$ cat src/rtl/rr_mux4_arbiter.sv
// Round-robin arbiter for a shared 4:1 single-bit mux with a per-owner burst limit.
// The grant and selects are registered; y is the selected input qualified by valid.
module rr_mux4_arbiter #(
    parameter int unsigned HOLD_MAX = 4
) (
    input  logic       clk,
    input  logic       rst,
    input  logic [3:0] req,
    input  logic       a,
    input  logic       b,
    input  logic       c,
    input  logic       d,
    output logic [3:0] gnt,
    output logic       s1,
    output logic       s0,
    output logic       valid,
    output logic       y
);

    typedef enum logic {IDLE, GRANT} state_t;

    localparam logic [3:0] HOLD = 4'(HOLD_MAX);

    state_t     state, state_nx;
    logic [1:0] owner, owner_nx;
    logic [1:0] last, last_nx;
    logic [3:0] cnt, cnt_nx;
    logic [3:0] gnt_nx;
    logic [3:0] owner_oh;
    logic       others;
    logic [2:0] idle_pick;
    logic [2:0] sw_pick;

    // Returns {found, index}; scans from+1 .. from+4 (mod 4), optionally skipping 'from'.
    function automatic logic [2:0] pick(input logic [3:0] r, input logic [1:0] from,
                                        input logic skip_from);
        logic       found;
        logic [1:0] idx;
        logic [1:0] cand;
        found = 1'b0;
        idx   = '0;
        for (int unsigned i = 1; i <= 4; i++) begin
            cand = from + 2'(i);
            if (!found && r[cand] && !(skip_from && cand == from)) begin
                found = 1'b1;
                idx   = cand;
            end
        end
        return {found, idx};
    endfunction

    assign owner_oh  = 4'b0001 << owner;
    assign others    = |(req & ~owner_oh);
    assign idle_pick = pick(req, last, 1'b0);
    assign sw_pick   = pick(req, owner, 1'b1);

    always_comb begin
        state_nx = state;
        owner_nx = owner;
        last_nx  = last;
        cnt_nx   = cnt;
        unique case (state)
            IDLE: begin
                if (idle_pick[2]) begin
                    state_nx = GRANT;
                    owner_nx = idle_pick[1:0];
                    last_nx  = idle_pick[1:0];
                    cnt_nx   = 4'd1;
                end
            end
            GRANT: begin
                if (req[owner] && (cnt < HOLD || !others)) begin
                    if (cnt < HOLD) cnt_nx = cnt + 4'd1;
                end else if (sw_pick[2]) begin
                    owner_nx = sw_pick[1:0];
                    last_nx  = sw_pick[1:0];
                    cnt_nx   = 4'd1;
                end else begin
                    state_nx = IDLE;
                end
            end
            default: state_nx = IDLE;
        endcase
        gnt_nx = (state_nx == GRANT) ? (4'b0001 << owner_nx) : '0;
    end

    always_ff @(posedge clk or posedge rst) begin
        if (rst) begin
            state <= IDLE;
            owner <= '0;
            last  <= 2'd3;
            cnt   <= '0;
            gnt   <= '0;
            valid <= 1'b0;
        end else begin
            state <= state_nx;
            owner <= owner_nx;
            last  <= last_nx;
            cnt   <= cnt_nx;
            gnt   <= gnt_nx;
            valid <= (state_nx == GRANT);
        end
    end

    // owner only changes on a grant, so the selects hold their value through IDLE.
    assign {s1, s0} = owner;

    always_comb begin
        y = 1'b0;
        unique case ({s1, s0})
            2'b00: y = a;
            2'b01: y = b;
            2'b10: y = c;
            2'b11: y = d;
            default: y = 1'b0;
        endcase
        y = y & valid;
    end

endmodule

$ cat config.mk
export PLATFORM = sky130hd
export DESIGN_NAME = rr_mux4_arbiter
export DESIGN_NICKNAME = d
export VERILOG_FILES = /design/src/rtl/rr_mux4_arbiter.sv
export SDC_FILE = /design/constraint.sdc
export NUM_CORES = 1
export LEC_CHECK = 0
export ABC_AREA = 1
export CAP_MARGIN = 20
export CORE_MARGIN = 4
export CORE_UTILIZATION = 40
export CTS_BUF_LIST = sky130_fd_sc_hd__clkbuf_4
export DETAILED_ROUTE_END_ITERATION = 8
export PLACE_DENSITY = 0.74
export SETUP_SLACK_MARGIN = 0.2
export SLEW_MARGIN = 15
export SYNTH_ARGS = -nofsm -noshare
export SYNTH_HDL_FRONTEND = slang
export SYNTH_SLANG_ARGS = --single-unit
$ cat constraint.sdc
create_clock -name clk -period 4 [get_ports clk]
set_input_delay 0.4 -clock clk [delete_from_list [all_inputs] [get_ports clk]]
set_output_delay 0.4 -clock clk [all_outputs]
set_load 0.005 [all_outputs]
==> results of run 1 <==
-- report_power, final --
part	internal [mW]	leakage (nW)	switching (mW)
sequential	0.198	0.157	0.0762
clock	0.0454	0.0184	0.0402
combinational	0.346	0.598	0.562
total	0.589	0.774	0.678
-- kinds of logic after synthesis --
group / Yosys count
simple gates: 122
buf+inv: 32
compound gates: 21
flops: 13
fa+ha+maj: 6
-- cell usage in the layout, fill, tap and decap left out, drive strengths merged --
master	instances
nand2	84
nand4	4
ha	6
a21oi	5
dfstp	2
o211ai	1
clkdlybuf4s50	17
a31oi	3
nor3	1
dfrtp	11
o21ai	11
clkbuf	4
a22oi	1
nand3	18
nor2	15
inv	28
-- per-stage QoR --
step / area [um^2] / hold WS, ns / std cells
2_1_floorplan: 1250 / 0.276 / 194
3_3_place_gp: 1440 / 0.484 / 249
3_5_place_dp: 1440 / 0.490 / 249
4_1_cts: 1470 / 0.456 / 253
5_1_grt: 1470 / 0.501 / 253
6_report: 1470 / 0.447 / 253
-- final cells by class --
class                   instances  area, um^2
clock buffers                   4        30.0
repair buffers                 17         170
multi-input cells             149         782
well taps                      42        52.6
fillers                       290        1410
flip-flops and latches         13         328
inverters                      28         105
-- final timing paths --
kind | from | to | slack (ns)
max reg2reg | owner[0]$_DFF_PP0_ | gnt[2]$_DFF_PP0_ | 1.80
min | rst | cnt[0]$_DFFE_PP0P_ | 0.45
min reg2reg | cnt[3]$_DFFE_PP0P_ | cnt[3]$_DFFE_PP0P_ | 0.50
max | owner[0]$_DFF_PP0_ | y | 1.37
min in group clk | cnt[3]$_DFFE_PP0P_ | cnt[3]$_DFFE_PP0P_ | 0.50
max in group asynchronous | rst | last[1]$_DFFE_PP1P_ | 3.21
-- registers in the layout (all words and copies together), names as in the netlist --
signal,cells
cnt,4
last,2
owner,2
state,1
gnt,4
-- critical path: cells and delay by family (launching register included) --
kind                       cells  cell delay, ns
adders and majority gates      1            0.26
DFF                            1            0.61
buffers and inverters          3            0.84
AOI/OAI and AO/OA              2            0.25
-- layer usage --
metal  track usage  part of all wire  vias to the layer above
met5             0                 0                        -
met4        0.0323            0.0029                        0
met3        0.0350             0.040                        2
met2         0.258              0.48                       23
met1         0.180              0.48                      554
li1              -                 -                      646
==> reports/metrics.cfg, run 1 <==
[pwr]
cellPowerDensity_nw_per_um2=863
report.power.total_mw=1.27
leakage_power_nw=0.774
max-vdd-ir-drop_mv=0.513

[placement]
place.port_buffers=17
preCtsSetupSlack_ns=1.68
final_weighted_congestion_in_routability_driven_placement=0.854
place.detailed.hpwl_um=2160

[synthesis]
synth_compound_area_frac=0.0974
yosys-top-cells-area=sky130_fd_sc_hd__dfrtp_1, sky130_fd_sc_hd__nand2_1, sky130_fd_sc_hd__inv_1
synth_edf_count=0
synth_area_um2=1250
synth_most_common_cell=sky130_fd_sc_hd__nand2_1
avgSynthCellArea_um2=6.42
synth-main-ff-cell=sky130_fd_sc_hd__dfrtp_1
synthMuxAreaShare=0
post_synth_xor_area_fraction=0
synth_fp_nets=210
share_of_synthesized_cell_area_in_full_adder_half_adder_and_majority_cells=0.0602
synth_cells=194
async_reset_ff_frac=1.00
synthDominantCellAreaShare=0.221
synth_seq_cells=13
ys_top_cells_by_count=sky130_fd_sc_hd__nand2_1, sky130_fd_sc_hd__inv_1, sky130_fd_sc_hd__nand3_1
yosysTopAreaCell=sky130_fd_sc_hd__dfrtp_1
post_synth_and_or_nand_nor_area_fraction=0.470
synth_cell_types=28
sequential_area_share_after_synthesis=0.263
yosysWarnings=0
synth_top_family_by_area=simple AND/OR/NAND/NOR gates

[clock_tree]
cts-root-buf=sky130_fd_sc_hd__clkbuf_4
cts_max_path_buffers=2
cts.sink_count=13
insertion_delay_ns=0.27
ctsResizeCount=0
clk_transition_reported_paths_ns=0.07
cts_post_setup_buffers_inserted=0
clock_tree_from_tritoncts=built
htreeDepth=1
cts_buffers=3
postCtsHoldBufs=0

[grt]
sum_of_overflow_across_all_layers_after_global_routing=0
grt_antenna_before_repair=0
grt_pass1_wl_um=5010
via_count_of_the_first_global_routing_pass=1211
grt_max_degree=16
grt_usage=0.146

[route]
drt_first_iter_violations=28
post-route-drc-count=0
drt_wl_total_um=2730
drt.antenna.violating_nets=0
num_vias=1225
routed_via_density=4.84
drtPass1Iterations=5
post_drt_wl_per_cell_um=10.8

[timing]
clock.fmax_ghz=0.380
final.setup_skew_ns=0.00242
finalSetupViolCount=0
slew_headroom=0.684
layout_setup_ws_ns=1.37
timing_worst_slew_pin_value_ns=0.474
finalCriticalPeriod_ns=2.63
finalHoldViolations=0
final.setup.tns_ns=0
unrepaired_setup_endpoints_after_global_routing=no
final_min_period_over_clock_period=0.658
timing.final.max_slew_violations=0

[floorplanning]
die_width_um=63.8
die_height_um=63.8
initial_utilization=0.433
design.core.area_um2=2880
std_cell_rows=19
die_area_um2=4070
top_level_ports=18

[setup_path]
reg2regPathDepth=14
crit_path_max_fanout=15
worst_ep_required_time_ns=3.60
crit_path_end_kind=primary output
worst-endpoint-arrival_ns=2.23
cpMostUsedCell=sky130_fd_sc_hd__inv_1
critPathSlowestCell=sky130_fd_sc_hd__dfrtp_1
startpoint_class=flip-flop
timing.critical_path.cells=inv_1 > ha_1 > inv_1 > o21ai_0 > a31oi_1 > clkdlybuf4s50_1
setup_crit_path_kind=flip-flop to primary output
slowest_delay_ns=0.61

[run_status]
outcome=finished clean

[final_layout]
diodes=0
p_r_area_growth_vs_syn_pct=17.8
layout-drive-gt1-share=0.156
num-nets-final=228
final_util=0.510

[hold_path]
min_path_type=input port to async pin

[flow_run]
cap_viol_max_count=0

No activity file was read; power rests on OpenSTA's default activity.
==> run 2, diff against run 1 <==
PLACE_DENSITY = 0.76   (was 0.74)
clock period = 2.2 ns   (was 4 ns; I/O delays follow)
==> run 2 against run 1 <==
Critical path depth is 5 higher. Total power is 89% higher. Register-to-register slack worse by 1.4 ns. Cell area is 3.2% higher. Routed wire length is 1.2% higher. Flip-flop and latch count stayed put. Worst setup slack worse by 1.0 ns. Global-route usage is 0.85 points lower. Clock skew is 0.00054 ns higher. Largest cell class unchanged. Utilization is 1.6 points higher. Hold slack worse by 0.19 ns. First-iteration DRC count is 25% lower.
==> reports/metrics.cfg, run 2 (same netlist as run 1, synthesis figures left out) <==
[run_status]
outcome=finished clean

[setup_path]
critPathBufInv=2
reg2regPathDepth=11
worst_ep_required_time_ns=2.36
crit_path_max_fanout=11
setup.reg_to_reg.worst_slack_ns=0.36
slowest_delay_ns=0.63
timing.critical_path.cells=inv_2 > nand2_1 > nand2_1 > nand2_1 > inv_1 > a31oi_1 > o21ai_1 > nor2_1 > nor2_1 > nor2_2 > nor2_1
startpoint_class=flip-flop
critPathSlowestCell=sky130_fd_sc_hd__dfstp_2
worst-endpoint-arrival_ns=2.00
setup_crit_path_kind=flip-flop to flip-flop
r2r_start=last[0]$_DFFE_PP1P_
crit_path_end_kind=flip-flop
path_delay_family=simple AND/OR/NAND/NOR gates
crit-reg2reg-capture=gnt[3]$_DFF_PP0_

[route]
num_vias=1199
drt_wl_total_um=2770
routed_via_density=4.67
drt.antenna.violating_nets=0
post_drt_wl_per_cell_um=10.8
post-route-drc-count=0
drtPass1Iterations=4
drt_first_iter_violations=21

[grt]
met2_usage=0.222
grt_pass1_wl_um=4600
grtUsageMet3=0.0385
via_count_of_the_first_global_routing_pass=1068
grt_antenna_before_repair=0
sum_of_overflow_across_all_layers_after_global_routing=0
grt_max_degree=15
gr-usage-met1=0.190
grt_usage=0.138
busiest_layer_in_global_routing=met2

[hold_path]
min_path_type=input port to async pin

[final_layout]
layout.filler_cells=277
register_area_um2=328
diodes=0
p_r_area_growth_vs_syn_pct=21.5
largest_registers=cnt (4), gnt (4)
layout-drive-gt1-share=0.200
multi_input_gate_area_um2=792
instances_no_fill=257
final_area_um2=1510
most_common_library_cell_in_the_layout_ignoring_fill_and_taps=sky130_fd_sc_hd__nand2_1
num-nets-final=232
final_cell_mix=sky130_fd_sc_hd__nand2_1, sky130_fd_sc_hd__inv_1, sky130_fd_sc_hd__clkdlybuf4s50_1, sky130_fd_sc_hd__nand2_2, sky130_fd_sc_hd__nand3_1
final_util=0.526

[floorplanning]
die_width_um=63.8
std_cell_rows=19
top_level_ports=18
die_area_um2=4070
design.core.area_um2=2880
initial_utilization=0.433
die_height_um=63.8

[clock_tree]
cts_post_setup_buffers_inserted=0
htreeDepth=1
cts-root-buf=sky130_fd_sc_hd__clkbuf_4
cts_buffers=3
cts.sink_count=13
clk_transition_reported_paths_ns=0.07
clock_tree_from_tritoncts=built
postCtsHoldBufs=0
insertion_delay_ns=0.27
cts_max_path_buffers=2

[pwr]
cellPowerDensity_nw_per_um2=1580
max-vdd-ir-drop_mv=0.993
leakage_power_nw=0.804

[placement]
placed_cells=253
dpl-instance-area_um2=1470
final_weighted_congestion_in_routability_driven_placement=0.812
place.port_buffers=17
preCtsSetupSlack_ns=0.202
place.detailed.hpwl_um=2160

[timing]
timing.final.max_slew_violations=0
finalSetupViolCount=0
clock.fmax_ghz=0.543
finalHoldViolations=0
timing_worst_slew_pin_value_ns=0.463
unrepaired_setup_endpoints_after_global_routing=yes
finalCriticalPeriod_ns=1.84
layout_setup_ws_ns=0.360
slew_headroom=0.691
final.setup.tns_ns=0
final_min_period_over_clock_period=0.836
final.setup_skew_ns=0.00295

[flow_run]
cap_viol_max_count=0

[run 2: per-stage QoR]
stage                     power [mW]  hold WS (ns)
after floorplan                 1.77        0.0955
after global placement          2.18         0.481
after CTS                       2.36         0.264
after global routing            2.67         0.275
final                           2.40         0.258
after detailed placement        2.19         0.495
[run 2: worst max path at each step]
stage	startpoint	to	slack (ns)	cells past startpoint
after floorplan	owner[1]$_DFF_PP0_	gnt[2]$_DFF_PP0_	0.50	14
after global placement	req[2]	gnt[2]$_DFF_PP0_	0.22	14
after detailed placement	req[2]	gnt[3]$_DFF_PP0_	0.20	14
after CTS	owner[1]$_DFF_PP0_	y	0.21	6
after global routing	last[0]$_DFFE_PP1P_	gnt[3]$_DFF_PP0_	0.19	12
final	last[0]$_DFFE_PP1P_	gnt[3]$_DFF_PP0_	0.36	11
[run 2: timing repair]
item	CTS	global route
gates resized for setup	2	6
setup endpoints to repair	1	5
pin swaps	0	1
hold endpoints to repair	0	0
[run 2: worst register-to-register path, cell delays in order (launching register included)]
cell                      delay, ns
sky130_fd_sc_hd__dfstp_2       0.63
sky130_fd_sc_hd__inv_2         0.13
sky130_fd_sc_hd__nand2_1       0.08
sky130_fd_sc_hd__nand2_1       0.11
sky130_fd_sc_hd__nand2_1       0.10
sky130_fd_sc_hd__inv_1         0.04
sky130_fd_sc_hd__a31oi_1       0.13
sky130_fd_sc_hd__o21ai_1       0.12
sky130_fd_sc_hd__nor2_1        0.13
sky130_fd_sc_hd__nor2_1        0.06
sky130_fd_sc_hd__nor2_2        0.14
sky130_fd_sc_hd__nor2_1        0.06
[run 2: routing by layer]
layer  wire length, um  part of all wire
met5                 0                 0
met4                 0                 0
met3                94             0.034
met2              1280              0.46
met1              1390              0.50
[run 2: area by class of cell]
type | count | area share
tap | 42 | 0.0347
clock buffer | 4 | 0.0198
timing repair buffer | 21 | 0.136
sequential | 13 | 0.217
multi-input combinational | 149 | 0.523
inverter | 28 | 0.0694
[run 2: where the power goes]
| part | internal, mW | total, mW | leakage [nW] | switching, mW |
|---|---|---|---|---|
| combinational | 0.680 | 1.79 | 0.629 | 1.11 |
| clock | 0.0826 | 0.155 | 0.0184 | 0.0724 |
| sequential | 0.361 | 0.455 | 0.157 | 0.0942 |
| total | 1.12 | 2.40 | 0.804 | 1.27 |
==> run 3, diff against run 2 <==
clock period = 1.6 ns   (was 2.2 ns; I/O delays follow)
==> run 3 against run 2 <==
Non-clock buffer count increased by 42. Die area unchanged. Hold slack got worse by 0.040 ns. Utilization increased by 23 points. Register-to-register slack got worse by 0.90 ns. Critical path type unchanged. Sequential share of layout area decreased by 6.4 points. The run now ends with negative setup slack left. Maximum frequency decreased by 14%. Global-route usage increased by 11 points. Via count increased by 51%. Clock-buffer cell count unchanged.
==> reports/metrics.cfg, run 3 (same netlist as run 1, synthesis figures left out) <==
[route]
drtPass1Iterations=4
post_drt_wl_per_cell_um=20.1
drt.antenna.violating_nets=0
routed_via_density=6.06
post-route-drc-count=0
num_vias=1811
drt_first_iter_violations=199
drt_wl_total_um=6000

[placement]
place.detailed.hpwl_um=2550
place.port_buffers=17
placed_cells=278
preCtsSetupSlack_ns=-0.337
dpl-instance-area_um2=1680
final_weighted_congestion_in_routability_driven_placement=0.864

[setup_path]
crit_path_max_fanout=5
timing.critical_path.from=owner[0]$_DFF_PP0_
setup_crit_path_kind=flip-flop to flip-flop
critPathBufInv=3
slowest_delay_ns=0.48
setup.worst_path.end=cnt[0]$_DFFE_PP0P_
path_delay_family=simple AND/OR/NAND/NOR gates
crit_path_end_kind=flip-flop
worst-path-stages=11
crit-reg2reg-capture=cnt[0]$_DFFE_PP0P_
critPathSlowestCell=sky130_fd_sc_hd__dfrtp_2
r2r_start=owner[0]$_DFF_PP0_
worst-endpoint-arrival_ns=2.30
startpoint_class=flip-flop
timing.critical_path.cells=clkinv_4 > buf_6 > nand2_2 > nand2_2 > o21ai_1 > nand2_2 > buf_4 > nor2_2 > nand2_1 > nand2_1 > nand2_1
reg2regPathDepth=11
worst_ep_required_time_ns=1.76
setup.reg_to_reg.worst_slack_ns=-0.54

[floorplanning]
std_cell_rows=19
design.core.area_um2=2880
die_height_um=63.8
die_width_um=63.8
top_level_ports=18
initial_utilization=0.433
die_area_um2=4070

[clock_tree]
cts-root-buf=sky130_fd_sc_hd__clkbuf_4
cts_buffers=3
cts.sink_count=13
htreeDepth=1
cts_max_path_buffers=2
insertion_delay_ns=0.29
clk_transition_reported_paths_ns=0.09
clock_tree_from_tritoncts=built

[final_layout]
p_r_area_growth_vs_syn_pct=73.6
final_area_um2=2160
multi_input_gate_area_um2=1080
largest_registers=cnt (4), gnt (4)
num-nets-final=274
diodes=0
most_common_library_cell_in_the_layout_ignoring_fill_and_taps=sky130_fd_sc_hd__nand2_1
instances_no_fill=299
register_area_um2=330
final_cell_mix=sky130_fd_sc_hd__nand2_1, sky130_fd_sc_hd__buf_4, sky130_fd_sc_hd__nand2_2, sky130_fd_sc_hd__inv_1, sky130_fd_sc_hd__clkdlybuf4s50_1
layout.filler_cells=166
layout-drive-gt1-share=0.568

[flow_run]
cap_viol_max_count=0

[timing]
finalCriticalPeriod_ns=2.14
clock.fmax_ghz=0.467
layout_setup_ws_ns=-0.542
final_min_period_over_clock_period=1.34
final.setup.tns_ns=-6.04
finalHoldViolations=0
unrepaired_setup_endpoints_after_global_routing=yes
finalSetupViolCount=14
slew_headroom=0.657
timing.final.max_slew_violations=0
final.setup_skew_ns=0.0155
timing_worst_slew_pin_value_ns=0.513

[grt]
grt_pass1_wl_um=7760
grt_max_degree=14
grt_antenna_before_repair=0
grt_usage=0.244
via_count_of_the_first_global_routing_pass=1687
sum_of_overflow_across_all_layers_after_global_routing=0

[run_status]
failing_checks=negative setup slack
outcome=complete, but fails checks

[hold_path]
min_path_type=input port to async pin

## run 3: worst register-to-register path, stage by stage (launching register included)
cell,delay (ns)
sky130_fd_sc_hd__dfrtp_2,0.48
sky130_fd_sc_hd__clkinv_4,0.13
sky130_fd_sc_hd__buf_6,0.16
sky130_fd_sc_hd__nand2_2,0.07
sky130_fd_sc_hd__nand2_2,0.09
sky130_fd_sc_hd__o21ai_1,0.28
sky130_fd_sc_hd__nand2_2,0.17
sky130_fd_sc_hd__buf_4,0.17
sky130_fd_sc_hd__nor2_2,0.18
sky130_fd_sc_hd__nand2_1,0.11
sky130_fd_sc_hd__nand2_1,0.10
sky130_fd_sc_hd__nand2_1,0.07
## run 3: layout make-up
type,instances,area share
clock buffer,4,0.0139
timing repair buffer,63,0.256
multi-input combinational,149,0.497
sequential,13,0.153
inverter,28,0.0555
tap,42,0.0243
## run 3: stage by stage
step           hold slack [ns]   util
2_1_floorplan           0.0354      -
3_3_place_gp             0.484  0.585
3_5_place_dp             0.491  0.585
4_1_cts                  0.199  0.699
5_1_grt                  0.247  0.752
6_report                 0.218  0.752
## run 3: how the worst min path moves through the flow
stage	from	end	cells past startpoint
floorplan	rst	cnt[0]$_DFFE_PP0P_	1
global placement	cnt[3]$_DFFE_PP0P_	cnt[3]$_DFFE_PP0P_	2
detailed placement	rst	gnt[0]$_DFF_PP0_	2
CTS	rst	gnt[2]$_DFF_PP0_	2
global route	rst	state$_DFF_PP0_	2
finish	rst	owner[0]$_DFF_PP0_	2
## run 3: timing repair
action / 4_1_cts / 5_1_grt
gates resized for setup: 69 / 36
gates cloned: 0 / 0
hold buffers: 0 / 0
setup buffers: 11 / 6
pin swaps: 10 / 20
endpoints found under the setup margin: 17 / 16
## run 3: layer usage
metal,global-route usage,up-vias,share of wire
li1,-,739,-
met1,0.273,825,0.34
met2,0.428,183,0.46
met3,0.0560,64,0.11
met4,0.127,0,0.084
met5,0,-,0
Power of run 3 is left out: the tool's default activity adds up to more than one toggle a clock period on the data nets, which glitch-free logic cannot reach.
